`config.mk`:
```
export PLATFORM = sky130hd
export DESIGN_NAME = ffdiv_32bit_altr_flat
export DESIGN_NICKNAME = d
export VERILOG_FILES = /design/src/rtl/ffdiv_pkg.sv /design/src/rtl/ffdiv_if.sv /design/src/rtl/ffdiv_mant_iter.sv /design/src/rtl/ffdiv_32bit_altr.sv /design/src/flat_wrapper.sv
export SDC_FILE = /design/constraint.sdc
export NUM_CORES = 1
export LEC_CHECK = 0
export ABC_AREA = 1
export ABC_CLOCK_PERIOD_IN_PS = 4400
export CORE_UTILIZATION = 50
export DETAILED_ROUTE_END_ITERATION = 8
export PLACE_DENSITY = 0.74
export RECOVER_POWER = 100
export SETUP_SLACK_MARGIN = 0.15
export SYNTH_ARGS = -nofsm -noshare
export SYNTH_HDL_FRONTEND = slang
export SYNTH_SLANG_ARGS = --single-unit
```
`constraint.sdc`:
```
create_clock -name clk -period 4.4 [get_ports clk]
set_input_delay 1.32 -clock clk [delete_from_list [all_inputs] [get_ports clk]]
set_output_delay 1.32 -clock clk [all_outputs]
set_load 0.03 [all_outputs]
```
`src/rtl/ffdiv_pkg.sv`:
```
// Shared types, constants and field helpers for the iterative single-precision divider.
package ffdiv_pkg;

  localparam int BIAS = 127;
  localparam int EXP_MAX = 255;
  localparam logic [31:0] QNAN = 32'h7FC0_0000;

  typedef enum logic [1:0] {StIdle, StCalc, StRound, StDone} state_e;

  function automatic logic get_sign(input logic [31:0] op);
    return op[31];
  endfunction

  function automatic logic [7:0] get_exp(input logic [31:0] op);
    return op[30:23];
  endfunction

  function automatic logic [22:0] get_frac(input logic [31:0] op);
    return op[22:0];
  endfunction

endpackage

```
`src/rtl/ffdiv_if.sv`:
```
// Operand/result bundle of the divider; master drives operands and start, slave returns the result.
interface ffdiv_if #(
  parameter int unsigned OPERAND_WIDTH     = 32,
  parameter int unsigned EXP_WIDTH         = 8,
  parameter int unsigned SIGNIFICAND_WIDTH = 24
);
  localparam int unsigned CountWidth = $clog2(OPERAND_WIDTH);

  logic [OPERAND_WIDTH-1:0]     op_1;
  logic [OPERAND_WIDTH-1:0]     op_2;
  logic                         div_start;
  logic                         sign;
  logic [EXP_WIDTH-1:0]         biased_exp;
  logic [SIGNIFICAND_WIDTH-2:0] fraction;
  logic                         div_ready;
  logic [CountWidth-1:0]        count;

  modport master (
    output op_1, op_2, div_start,
    input  sign, biased_exp, fraction, div_ready, count
  );

  modport slave (
    input  op_1, op_2, div_start,
    output sign, biased_exp, fraction, div_ready, count
  );
endinterface

```
`src/rtl/ffdiv_mant_iter.sv`:
```
// Restoring mantissa division: one quotient bit per step, remainder/quotient/divisor registers.
module ffdiv_mant_iter #(
  parameter int unsigned SigW  = 24,
  parameter int unsigned QuotW = 26,
  parameter int unsigned CntW  = 5
) (
  input  logic             clk_i,
  input  logic             rst_i,
  input  logic             load_i,
  input  logic             step_i,
  input  logic [SigW:0]    dividend_i,
  input  logic [SigW-1:0]  divisor_i,
  input  logic [CntW-1:0]  bit_idx_i,
  output logic [QuotW-1:0] quot_o,
  output logic             sticky_o,
  output logic             rem_zero_next_o
);

  logic [SigW+1:0]  rem_q, rem_d, rem_step;
  logic [SigW-1:0]  dvs_q, dvs_d;
  logic [QuotW-1:0] quot_q, quot_d;
  logic             ge;

  always_comb begin
    ge       = rem_q >= {2'b00, dvs_q};
    rem_step = (ge ? rem_q - {2'b00, dvs_q} : rem_q) << 1;
    rem_d    = rem_q;
    dvs_d    = dvs_q;
    quot_d   = quot_q;
    if (load_i) begin
      rem_d  = {1'b0, dividend_i};
      dvs_d  = divisor_i;
      quot_d = '0;
    end else if (step_i) begin
      rem_d             = rem_step;
      // Bits are placed by position so an early exit leaves the tail at zero.
      quot_d[bit_idx_i] = ge;
    end
  end

  always_ff @(posedge clk_i or posedge rst_i) begin
    if (rst_i) begin
      rem_q  <= '0;
      dvs_q  <= '0;
      quot_q <= '0;
    end else begin
      rem_q  <= rem_d;
      dvs_q  <= dvs_d;
      quot_q <= quot_d;
    end
  end

  assign quot_o          = quot_q;
  assign sticky_o        = |rem_q;
  assign rem_zero_next_o = (rem_step == '0);

endmodule

```
`src/rtl/ffdiv_32bit_altr.sv`:
```
// Iterative IEEE-754 single-precision divider: special-case decode, FSM, RNE rounding.
module ffdiv_32bit_altr
  import ffdiv_pkg::*;
#(
  parameter int unsigned OPERAND_WIDTH     = 32,
  parameter int unsigned EXP_WIDTH         = 8,
  parameter int unsigned SIGNIFICAND_WIDTH = 24,
  parameter int unsigned PRECISION_WIDTH   = SIGNIFICAND_WIDTH + 3
) (
  input logic   clk,
  input logic   rst,
  ffdiv_if.slave bus
);

  localparam int unsigned CntW = $clog2(OPERAND_WIDTH);
  localparam int unsigned QW   = PRECISION_WIDTH - 1;
  localparam int unsigned XW   = EXP_WIDTH + 2;
  localparam int unsigned SigW = SIGNIFICAND_WIDTH;

  state_e state_q, state_d;

  logic                 sign_q, sign_d;
  logic [EXP_WIDTH-1:0] bexp_q, bexp_d;
  logic [SigW-2:0]      frac_q, frac_d;
  logic                 ready_q, ready_d;
  logic [CntW-1:0]      count_q, count_d;
  logic signed [XW-1:0] exp_q, exp_d;

  logic [EXP_WIDTH-1:0] e1, e2;
  logic [SigW-2:0]      f1, f2;
  logic                 z1, z2, inf1, inf2, nan1, nan2;
  logic                 is_nan, is_inf, is_zero, special;
  logic [SigW-1:0]      ma, mb;
  logic                 a_lt_b;
  logic [SigW:0]        dividend;
  logic signed [XW-1:0] e1_s, e2_s, exp_pre;

  logic                 load, step, sticky, rem_zero_next;
  logic [CntW-1:0]      bit_idx;
  logic [QW-1:0]        quot;

  logic [SigW-1:0]      mant;
  logic                 round_up, carry;
  logic [SigW:0]        mant_r;
  logic signed [XW-1:0] exp_r;

  always_comb begin
    e1      = get_exp(bus.op_1);
    e2      = get_exp(bus.op_2);
    f1      = get_frac(bus.op_1);
    f2      = get_frac(bus.op_2);
    // Subnormals count as zero.
    z1      = (e1 == '0);
    z2      = (e2 == '0);
    inf1    = (e1 == '1) && (f1 == '0);
    inf2    = (e2 == '1) && (f2 == '0);
    nan1    = (e1 == '1) && (f1 != '0);
    nan2    = (e2 == '1) && (f2 != '0);
    is_nan  = nan1 | nan2 | (z1 & z2) | (inf1 & inf2);
    is_inf  = z2 | inf1;
    is_zero = z1 | inf2;
    special = is_nan | is_inf | is_zero;
    ma       = {1'b1, f1};
    mb       = {1'b1, f2};
    a_lt_b   = ma < mb;
    dividend = a_lt_b ? {ma, 1'b0} : {1'b0, ma};
    e1_s     = $signed({2'b00, e1});
    e2_s     = $signed({2'b00, e2});
    exp_pre  = e1_s - e2_s + (a_lt_b ? XW'(BIAS - 1) : XW'(BIAS));
  end

  assign load    = (state_q == StIdle) && bus.div_start && !special;
  assign step    = (state_q == StCalc);
  assign bit_idx = CntW'(QW - 1) - count_q;

  ffdiv_mant_iter #(
    .SigW (SigW),
    .QuotW(QW),
    .CntW (CntW)
  ) u_mant_iter (
    .clk_i          (clk),
    .rst_i          (rst),
    .load_i         (load),
    .step_i         (step),
    .dividend_i     (dividend),
    .divisor_i      (mb),
    .bit_idx_i      (bit_idx),
    .quot_o         (quot),
    .sticky_o       (sticky),
    .rem_zero_next_o(rem_zero_next)
  );

  // Round-to-nearest-even on {q[25:0], sticky}: q[1] is guard, q[0]|sticky the rest.
  always_comb begin
    mant     = quot[QW-1:2];
    round_up = quot[1] & (quot[0] | sticky | quot[2]);
    mant_r   = {1'b0, mant} + (SigW + 1)'(round_up);
    carry    = mant_r[SigW];
    exp_r    = exp_q + $signed({{(XW - 1){1'b0}}, carry});
  end

  always_ff @(posedge clk or posedge rst) begin
    if (rst) state_q <= StIdle;
    else     state_q <= state_d;
  end

  always_comb begin
    state_d = state_q;
    unique case (state_q)
      StIdle:  if (bus.div_start) state_d = special ? StDone : StCalc;
      StCalc:  if (rem_zero_next || count_q == CntW'(QW - 1)) state_d = StRound;
      StRound: state_d = StDone;
      StDone:  if (!bus.div_start) state_d = StIdle;
      default: state_d = StIdle;
    endcase
  end

  always_comb begin
    sign_d  = sign_q;
    bexp_d  = bexp_q;
    frac_d  = frac_q;
    ready_d = ready_q;
    count_d = count_q;
    exp_d   = exp_q;
    unique case (state_q)
      StIdle: begin
        if (bus.div_start) begin
          count_d = '0;
          ready_d = 1'b0;
          sign_d  = get_sign(bus.op_1) ^ get_sign(bus.op_2);
          exp_d   = exp_pre;
          if (is_nan) begin
            sign_d  = get_sign(QNAN);
            bexp_d  = get_exp(QNAN);
            frac_d  = get_frac(QNAN);
            ready_d = 1'b1;
          end else if (is_inf) begin
            bexp_d  = '1;
            frac_d  = '0;
            ready_d = 1'b1;
          end else if (is_zero) begin
            bexp_d  = '0;
            frac_d  = '0;
            ready_d = 1'b1;
          end
        end
      end
      StCalc: count_d = count_q + 1'b1;
      StRound: begin
        ready_d = 1'b1;
        if (exp_r >= XW'(EXP_MAX)) begin
          bexp_d = '1;
          frac_d = '0;
        end else if (exp_r <= 0) begin
          bexp_d = '0;
          frac_d = '0;
        end else begin
          bexp_d = exp_r[EXP_WIDTH-1:0];
          frac_d = carry ? mant_r[SigW-1:1] : mant_r[SigW-2:0];
        end
      end
      default: ;
    endcase
  end

  always_ff @(posedge clk or posedge rst) begin
    if (rst) begin
      sign_q  <= 1'b0;
      bexp_q  <= '0;
      frac_q  <= '0;
      ready_q <= 1'b0;
      count_q <= '0;
      exp_q   <= '0;
    end else begin
      sign_q  <= sign_d;
      bexp_q  <= bexp_d;
      frac_q  <= frac_d;
      ready_q <= ready_d;
      count_q <= count_d;
      exp_q   <= exp_d;
    end
  end

  assign bus.sign       = sign_q;
  assign bus.biased_exp = bexp_q;
  assign bus.fraction   = frac_q;
  assign bus.div_ready  = ready_q;
  assign bus.count      = count_q;

endmodule

```
`src/flat_wrapper.sv`:
```
// flat-port wrapper written by rule: the top's interface ports become plain ports
module ffdiv_32bit_altr_flat import ffdiv_pkg::*;
#(
  parameter int unsigned OPERAND_WIDTH     = 32,
  parameter int unsigned EXP_WIDTH         = 8,
  parameter int unsigned SIGNIFICAND_WIDTH = 24,
  parameter int unsigned PRECISION_WIDTH   = SIGNIFICAND_WIDTH + 3
)
  (clk, rst, bus_op_1, bus_op_2, bus_div_start, bus_sign, bus_biased_exp, bus_fraction, bus_div_ready, bus_count);
  ffdiv_if #(.OPERAND_WIDTH(OPERAND_WIDTH), .EXP_WIDTH(EXP_WIDTH), .SIGNIFICAND_WIDTH(SIGNIFICAND_WIDTH)) bus_i ();
  input logic clk;
  input logic rst;
  input wire logic [$bits(bus_i.op_1)-1:0] bus_op_1;
  input wire logic [$bits(bus_i.op_2)-1:0] bus_op_2;
  input wire logic [$bits(bus_i.div_start)-1:0] bus_div_start;
  output wire logic [$bits(bus_i.sign)-1:0] bus_sign;
  output wire logic [$bits(bus_i.biased_exp)-1:0] bus_biased_exp;
  output wire logic [$bits(bus_i.fraction)-1:0] bus_fraction;
  output wire logic [$bits(bus_i.div_ready)-1:0] bus_div_ready;
  output wire logic [$bits(bus_i.count)-1:0] bus_count;
  assign bus_i.op_1 = bus_op_1;
  assign bus_i.op_2 = bus_op_2;
  assign bus_i.div_start = bus_div_start;
  assign bus_sign = bus_i.sign;
  assign bus_biased_exp = bus_i.biased_exp;
  assign bus_fraction = bus_i.fraction;
  assign bus_div_ready = bus_i.div_ready;
  assign bus_count = bus_i.count;
  ffdiv_32bit_altr #(.OPERAND_WIDTH(OPERAND_WIDTH), .EXP_WIDTH(EXP_WIDTH), .SIGNIFICAND_WIDTH(SIGNIFICAND_WIDTH), .PRECISION_WIDTH(PRECISION_WIDTH)) u_core (.clk(clk), .rst(rst), .bus(bus_i));
endmodule
```
-- Word level (Yosys, flattened, before mapping)
Index checks and enable logic that the tools add are counted.
- flip-flop bits (word level): 126
- input port bits: 67
- $add $sub $neg: 7
- order comparisons: 6
- eq/ne operators: 10
- muxes and demuxes: 38
- bitwise gates (word level): 13
- reductions and logical operators: 26
- operators with widths (operator ; number):
    2-to-1 mux 23 bit ; 7
    2-to-1 mux 26 bit ; 4
    2-to-1 mux 25 bit ; 2
    2-to-1 mux 8 bit ; 6
    zero test 23 bit ; 2
    case mux 23 bit (2 select lines) ; 1
    nonzero test 23 bit ; 2
    bitwise mux 26 bit ; 1
    greater-or-equal comparator 26 x 24 -> 1 bit ; 1
    zero test 26 bit ; 1
    OR reduction 26 bit ; 1
    adder 24 x 1 -> 25 bit ; 1
    subtractor 25 x 24 -> 25 bit ; 1
    less-than comparator 24 bit ; 1
    equality test 8 bit, second input constant ; 2
    zero test 8 bit ; 2
    case mux 8 bit (2 select lines) ; 1
    adder 10 bit ; 1
    adder 10 x 2 -> 10 bit ; 1
    greater-or-equal comparator 10 x 9 -> 1 bit, second input constant ; 1
    less-or-equal comparator 10 x 1 -> 1 bit, second input constant ; 1
    case mux 5 bit (2 select lines) ; 1
    OR 1 bit ; 9
    subtractor 8 x 8 -> 9 bit ; 1
    24 further kinds ; 49

-- Logic depth before layout (Yosys ltp)
Gate-level depths: netlist of the first run.
- depth after elaboration: 10
- mapped depth: 31

-- Cells and area by module
A second synthesis of the first run with hierarchy kept.
- cell total of the unflattened synthesis: 1670
- area total of the unflattened synthesis: 10821.6 µm²
- modules (own cells, without submodules) (module ; times used ; cells an instance ; area each (µm²)):
    ffdiv_mant_iter ; 1 ; 845 ; 5587.9
    ffdiv_32bit_altr ; 1 ; 825 ; 5233.8

-- Worst setup path before layout of the first run
No wires, ideal clock.
- kind: register -> register
- start point: reg u_core.u_mant_iter.quot_q[2], in the netlist u_core.u_mant_iter.quot_o[2]
- end point: reg u_core.frac_q[14], in the netlist u_core.bus.fraction[14]
- arrival time: 3.712 ns
- setup slack: 0.567 ns
- stages on the path, launching flop included: 31
- path buffers: 3
- period minus slack after synthesis: 3.833 ns
- path through: dfrtp_1 -> nand2_1 -> inv_1 -> ha_1 -> nand2_1 -> nor2_2 -> nand3_1 -> nor2_1 -> nand2_1 -> nor2_2 -> nand2_1 -> nor3_2 -> nand3_1 -> nor2_1 -> buf_2 -> ha_1 -> ha_1 -> nand2_1 -> nor2_1 -> nand3_1 -> nor3_2 -> xor2_1 -> inv_1 -> nand2_1 -> or3_1 -> buf_2 -> nand2_2 -> nor2_4 -> buf_6 -> nand3_1 -> o21ai_1
- longest elaborated chain between the ends: 8
- RTL lines (item ; RTL line ; text):
    start: declaration ; ffdiv_mant_iter.sv:21 ; logic [QuotW-1:0] quot_q, quot_d;
    start signal: assignment ; ffdiv_mant_iter.sv:49 ; quot_q <= quot_d;
    OR 1 bit ; ffdiv_32bit_altr.sv:96 ; round_up = quot[1] & (quot[0] | sticky | quot[2]);
    bitwise AND 1 bit ; ffdiv_32bit_altr.sv:96 ;
    adder 24 x 1 -> 25 bit (*) ; ffdiv_32bit_altr.sv:97 ; mant_r = {1'b0, mant} + (SigW + 1)'(round_up);
    adder 10 x 2 -> 10 bit ; ffdiv_32bit_altr.sv:99 ; exp_r = exp_q + $signed({{(XW - 1){1'b0}}, carry});
    less-or-equal comparator 10 x 1 -> 1 bit ; ffdiv_32bit_altr.sv:154 ; end else if (exp_r <= 0) begin
    2-to-1 mux 23 bit ; ffdiv_32bit_altr.sv:154 ;
    2-to-1 mux 23 bit (*) ; ffdiv_32bit_altr.sv:151 ; if (exp_r >= XW'(EXP_MAX)) begin
    case mux 23 bit (2 select lines) (*) ; ffdiv_32bit_altr.sv:125 ; unique case (state_q)
    end signal: assignment ; ffdiv_32bit_altr.sv:177 ; frac_q <= frac_d;
    end: declaration ; ffdiv_32bit_altr.sv:24 ; logic [SigW-2:0] frac_q, frac_d;
Every way passes the cells marked *; elsewhere a longest branch is shown, timed or not.
A chain may end at the register's enable or synchronous reset.

-- Final worst setup path of the first run
- start point: reg u_core.u_mant_iter.quot_q[1], in the netlist u_core.u_mant_iter.quot_o[1]
- end point: reg u_core.frac_q[18], in the netlist u_core.bus.fraction[18]
- longest elaborated chain between the ends: 7
- RTL lines (item ; RTL line):
    bitwise AND 1 bit (*) ; ffdiv_32bit_altr.sv:96
    adder 24 x 1 -> 25 bit (*) ; ffdiv_32bit_altr.sv:97
    adder 10 x 2 -> 10 bit ; ffdiv_32bit_altr.sv:99
    less-or-equal comparator 10 x 1 -> 1 bit ; ffdiv_32bit_altr.sv:154
    2-to-1 mux 23 bit ; ffdiv_32bit_altr.sv:154
    2-to-1 mux 23 bit (*) ; ffdiv_32bit_altr.sv:151
    case mux 23 bit (2 select lines) (*) ; ffdiv_32bit_altr.sv:125
Marked as above.

==> results of run 1 <==
==> final timing paths <==
path                                                             to                                      from  slack, ns
max                             u_core.bus.fraction[18]$_DFFE_PP0P_  u_core.u_mant_iter.quot_o[1]$_DFFE_PP0P_       0.21
min                        u_core.u_mant_iter.dvs_q[23]$_DFFE_PP0P_  u_core.u_mant_iter.dvs_q[23]$_DFFE_PP0P_       0.46
max reg2reg                     u_core.bus.fraction[18]$_DFFE_PP0P_  u_core.u_mant_iter.quot_o[1]$_DFFE_PP0P_       0.21
min reg2reg                u_core.u_mant_iter.dvs_q[23]$_DFFE_PP0P_  u_core.u_mant_iter.dvs_q[23]$_DFFE_PP0P_       0.46
max in group asynchronous   u_core.u_mant_iter.dvs_q[2]$_DFFE_PP0P_                                       rst       0.75
min in group asynchronous  u_core.u_mant_iter.dvs_q[21]$_DFFE_PP0P_                                       rst       1.53
==> per-layer routing <==
metal	global-route usage, %	vias to the layer above	routed length, um
met5	0	-	0
met4	9.24	0	662
met3	6.92	62	2200
met2	44.3	378	13000
met1	38.6	4835	13200
li1	-	5102	-
==> kinds of logic (layout without fill, tap and decap cells) <==
family / count (synthesis) / count (layout) / share of synthesized area (%)
flip-flops: 126 / 126 / 31.2
AO/OA/AOI/OAI: 278 / 278 / 15.2
AND/OR/NAND/NOR: 703 / 704 / 30.5
XOR/XNOR: 44 / 44 / 3.82
other: 0 / 1 / 0
adder cells (fa/ha/maj): 71 / 71 / 8.95
buffers and inverters: 261 / 393 / 10.3
==> where the power goes <==
group,switching (mW),total [mW],internal [mW]
logic,3.60,5.40,1.80
clock network,0.580,1.56,0.975
registers,0.309,1.84,1.53
==> cell type report <==
cell class	count	area (um^2)	share of cell area, %
multi-input combinational	1097	6060	49.0
sequential	126	3150	25.5
clock inverter	14	206	1.67
antenna	1	2.50	0.0202
tap	265	332	2.68
timing repair buffer	140	1340	10.8
clock buffer	18	439	3.55
inverter	221	831	6.72
==> metrics by stage <==
step,hold WS [ns],power [mW],std cells,cell area (um^2),worst slack (ns)
2_1_floorplan,0.426,5.79,1483,10100,0.567
3_3_place_gp,0.439,7.08,1835,11500,0.100
3_5_place_dp,0.449,7.15,1835,11500,0.0292
4_1_cts,0.465,8.75,1867,12200,0.177
5_1_grt,0.485,9.57,1882,12400,0.00875
6_report,0.460,8.79,1882,12400,0.208
==> layout by cell type (no fill, tap or decap), drive strengths merged, types with 39 or more instances in the layout <==
cell type	Yosys	layout
xor2	39	39
nand2	381	382
ha	69	69
clkdlybuf4s50	0	63
inv	220	224
nor2	144	144
nand3	99	99
dfrtp	126	126
dlygate4sd3	0	41
a21oi	109	109
o21ai	119	119
==> sequential cells by signal, indices dropped and copies added, names as in the netlist <==
name and flops:
u_core.bus.fraction 23, u_core.bus.biased_exp 8, u_core.u_mant_iter.quot_o 26, u_core.bus.div_ready 1, u_core.bus.sign 1, u_core.state_q 2, u_core.bus.count 5, u_core.u_mant_iter.dvs_q 24
u_core.u_mant_iter.rem_q 26, u_core.exp_q 10
==> worst min-delay path, cell delays in order (launching register included) <==
cell	delay, ns
dfrtp_1	0.32
inv_1	0.05
nand2_1	0.06
==> synth_stat cells, types with 8 or more instances <==
library cell  count  area share [%]
a21oi_1         107             5.3
buf_2            10            0.50
clkbuf_1         23            0.85
dfrtp_1         126              31
ha_1             69             8.6
inv_1           208             7.7
inv_2            12            0.45
nand2_1         368              14
nand2_2          11            0.68
nand3_1          95             4.7
nand4_1          32             2.0
nor2_1          135             5.0
nor3_1           17            0.84
nor4_1           17             1.1
o211ai_1         12            0.89
o21ai_0         110             5.5
o21ai_1           8            0.40
o31ai_1           8            0.59
xor2_1           39             3.4
==> what timing repair did <==
action,CTS,global route
gates resized for setup,2,38
cloned,0,1
setup endpoints to repair,8,31
pin swaps,1,20
buffers inserted,0,13
==> flow_summary.ini, run 1 <==
[die]
num_rows = 51
dieHeight_um = 144
die_x_um = 144
core_region_area_um2 = 19700
start_util_pct = 51.4
ioPinCount = 105
fp.dieArea_um2 = 20800

[critical_path]
rr_worst_depth = 29
critical_path_arrival_ns = 4.50
critPathKind = flip-flop to flip-flop
crit_family = simple AND/OR/NAND/NOR gates
slowest_stage = dfrtp_1
cp_max_fo = 7
start_kind = flip-flop
required_ns = 4.70
cp-end-kind = flip-flop
worst-path-buf-inv = 4
cp.depth = 29
slowest_delay_ns = 0.38
crit_top_cell = nor2_4

[outcome]
status = complete, but fails checks
violations = capacitance limit, slew limit

[clock_tree]
cts_tree = done
clk_pin_slew_ns = 0.06
h-tree-depth = 4
cts_hold_buf = 0
clock_path_buffers = 2
cts_buffers = 17
cts_num_sinks = 126
clk_latency_ns = 0.43
root_buffer = clkbuf_16

[placed_design]
portBuffers = 104
dp_hpwl_mm = 22.0
place_congestion = 0.922

[global_route]
grtUsageTotal_pct = 28.5
grt_first_pass_wirelength_mm = 46.4
grt_overflow = 0
antenna_found_initial = 1
grt_max_degree = 42
grt_pass1_vias = 9528

[power_and_ir_drop]
power.density_nw_per_um2 = 712
p_leak_nw = 6.19
vdd_ir_drop_max_uv = 351

[min_path]
min_path_cells = 2
min_path_type = flip-flop to flip-flop

[layout]
syn2layout_area_growth_pct = 22.4
drive_gt1_share_pct = 8.73
fin_nets = 1741
fillers = 1840
finish.utilization_pct = 62.9

[routing]
routed_wl_mm = 29.1
route.detailed.drc = 0
viasPerCell = 5.51
vias = 10377
drt.antenna.violating_nets = 0
wl_per_cell_um = 15.5
drt_iter0_markers = 761
dr.pass1.iters = 5

[synthesis]
yosysWarnings = 0
async_flop_share_pct = 100
synth_seq_cells = 126
synth_edf_count = 0
ys.flop_type = dfrtp_1
synthCells = 1483
synth_area_um2 = 10100
synth_cell_type_count = 53
synth_nets = 1621
syn_area_per_cell_um2 = 6.81
ys_seq_area_share_pct = 31.2

[timing]
drv_slew = 39
setup_tns_ns = 0
relSlewSlack_pct = -13.6
setup-violations-final = 0
fmax_ghz = 0.239
finalCriticalPeriod_ns = 4.19
rsz0062_at_grt = false
hold_viol_final = 0
finalCritPeriodShare_pct = 95.3
skew_ns = 0.00961
worst_pin_slew_ns = 1.70

[job]
drv_cap = 1
(Power assumes the default switching activity.)
==> run 2: changes to the inputs <==
--- a/config.mk
+++ b/config.mk
@@ -8,6 +8,7 @@
 export ABC_AREA = 1
 export ABC_CLOCK_PERIOD_IN_PS = 4400
 export CORE_UTILIZATION = 50
+export CTS_CLUSTER_SIZE = 16
 export DETAILED_ROUTE_END_ITERATION = 8
 export PLACE_DENSITY = 0.74
 export RECOVER_POWER = 100
==> results of run 2 <==
Same layout as run 1: the final DEF is identical, and so are final timing and power.
==> run 3: changes to the inputs <==
--- a/config.mk
+++ b/config.mk
@@ -13,6 +13,7 @@
 export PLACE_DENSITY = 0.74
 export RECOVER_POWER = 100
 export SETUP_SLACK_MARGIN = 0.15
+export SKIP_CTS_REPAIR_TIMING = 1
 export SYNTH_ARGS = -nofsm -noshare
 export SYNTH_HDL_FRONTEND = slang
 export SYNTH_SLANG_ARGS = --single-unit
==> run 3 against run 2 <==
Net effect:
- global-route usage is 0.076 points lower
- cell count hardly changed
- largest cell class unchanged
- clock skew is 0.00098 ns higher
- the run still ends with capacitance limit, slew limit left
==> flow_summary.ini, run 3 (synthesis gave the netlist of run 1 again) <==
[critical_path]
crit_family = simple AND/OR/NAND/NOR gates
cp-end-kind = flip-flop
required_ns = 4.70
cp_max_fo = 7
critPathKind = flip-flop to flip-flop
critical_path_arrival_ns = 4.43
slowest_delay_ns = 0.38
slowest_stage = dfrtp_1
worst-path-buf-inv = 4
start_kind = flip-flop

[die]
die_x_um = 144
start_util_pct = 51.4
core_region_area_um2 = 19700
dieHeight_um = 144
fp.dieArea_um2 = 20800
num_rows = 51
ioPinCount = 105

[placed_design]
place_ws_ns = 0.0292
dp_hpwl_mm = 22.0
portBuffers = 104
place_congestion = 0.922

[routing]
drt.antenna.violating_nets = 0
routed_wl_mm = 29.1
wl_per_cell_um = 15.5
dr.pass1.iters = 5
viasPerCell = 5.50
vias = 10337
route.detailed.drc = 0
drt_iter0_markers = 740

[power_and_ir_drop]
power.density_nw_per_um2 = 713
comb_power_share_pct = 61.4
p_seq_share_pct = 20.9
vdd_ir_drop_max_uv = 350
p_switching_mw = 4.49
p_int_mw = 4.31
p_sw_share_pct = 51.0
clkPwrFrac_pct = 17.7
p_leak_nw = 6.17

[clock_tree]
cts_tree = done
clock_path_buffers = 2
cts_num_sinks = 126
clk_pin_slew_ns = 0.06
cts_buffers = 17
root_buffer = clkbuf_16
clk_latency_ns = 0.43
h-tree-depth = 4

[min_path]
min_path_type = flip-flop to flip-flop

[global_route]
antenna_found_initial = 1
grt_pass1_vias = 9521
grtUsageTotal_pct = 28.4
grt_first_pass_wirelength_mm = 46.3
grt_max_degree = 42
grt_overflow = 0

[layout]
syn2layout_area_growth_pct = 22.4
regArea_um2 = 3150
multi_input_area_um2 = 6060
final_common_cell = nand2_1
finish.utilization_pct = 62.9
fin_nets = 1740
final_cell_mix = nand2_1 (362), inv_1 (206), nor2_1 (130), dfrtp_1 (126), o21ai_0 (109)
drive_gt1_share_pct = 8.73
fillers = 1840

[timing]
setup-violations-final = 0
skew_ns = 0.0106
relSlewSlack_pct = -15.0
drv_slew = 39
hold_viol_final = 0
setup_tns_ns = 0
setup_slack_ns = 0.276
finalCriticalPeriod_ns = 4.12
fmax_ghz = 0.242
finalCritPeriodShare_pct = 93.7
worst_pin_slew_ns = 1.72

[outcome]
status = complete, but fails checks
violations = capacitance limit, slew limit

[job]
drv_cap = 1
run 3: power by group through the flow:
stage	Clock [mW]	Sequential, mW	Combinational [mW]
3_3_place_gp	0	1.83	5.24
4_1_cts	1.57	1.83	5.35
3_5_place_dp	0	1.85	5.30
5_1_grt	1.62	1.89	6.08
2_1_floorplan	0	1.90	3.90
6_report	1.55	1.84	5.41
run 3: worst reg2reg max path, delay by kind of cell, from the launching register on:
| family | cells | cell delay, ns |
|---|---|---|
| buffers and inverters | 4 | 0.45 |
| xor gates and xnor gates | 1 | 0.24 |
| and+or+nand+nor | 18 | 2.15 |
| AOI/OAI and AO/OA | 3 | 0.37 |
| DFF | 1 | 0.38 |
| adders and majority gates | 3 | 0.42 |
run 3: per-layer routing:
| layer | routed length (um) | part of all wire [%] | up-vias | track usage [%] |
|---|---|---|---|---|
| met4 | 618 | 2.1 | 0 | 9.24 |
| met5 | 0 | 0 | - | 0 |
| met1 | 13300 | 46 | 4823 | 38.6 |
| met3 | 2120 | 7.3 | 59 | 6.92 |
| li1 | - | - | 5116 | - |
| met2 | 13100 | 45 | 339 | 44.1 |
run 3: layout make-up:
| cell class | count | area share [%] |
|---|---|---|
| Inverter | 221 | 6.72 |
| Multi-Input combinational cell | 1097 | 49.1 |
| Clock buffer | 18 | 3.55 |
| Antenna cell | 1 | 0.0203 |
| Timing Repair Buffer | 139 | 10.8 |
| Sequential cell | 126 | 25.5 |
| Tap cell | 265 | 2.68 |
| Clock inverter | 14 | 1.67 |
run 3: path summary, 6_finish.rpt:
check	start	endpoint	slack, ns	cells past startpoint
max in group asynchronous	rst	u_core.u_mant_iter.dvs_q[2]$_DFFE_PP0P_	0.71	3
max reg2reg	u_core.u_mant_iter.quot_o[1]$_DFFE_PP0P_	u_core.bus.fraction[18]$_DFFE_PP0P_	0.28	29
max	u_core.u_mant_iter.quot_o[1]$_DFFE_PP0P_	u_core.bus.fraction[18]$_DFFE_PP0P_	0.28	29
min reg2reg	u_core.u_mant_iter.dvs_q[23]$_DFFE_PP0P_	u_core.u_mant_iter.dvs_q[23]$_DFFE_PP0P_	0.46	2
min in group asynchronous	rst	u_core.u_mant_iter.dvs_q[21]$_DFFE_PP0P_	1.54	2
min	u_core.u_mant_iter.dvs_q[23]$_DFFE_PP0P_	u_core.u_mant_iter.dvs_q[23]$_DFFE_PP0P_	0.46	2
run 3: through the flow:
step	std cells	cell area, um^2	hold slack [ns]	power [mW]
floorplan	1483	10100	0.426	5.79
global placement	1835	11500	0.439	7.08
detailed placement	1835	11500	0.449	7.15
CTS	1867	12200	0.465	8.75
global route	1881	12400	0.485	9.58
finish	1881	12400	0.460	8.81
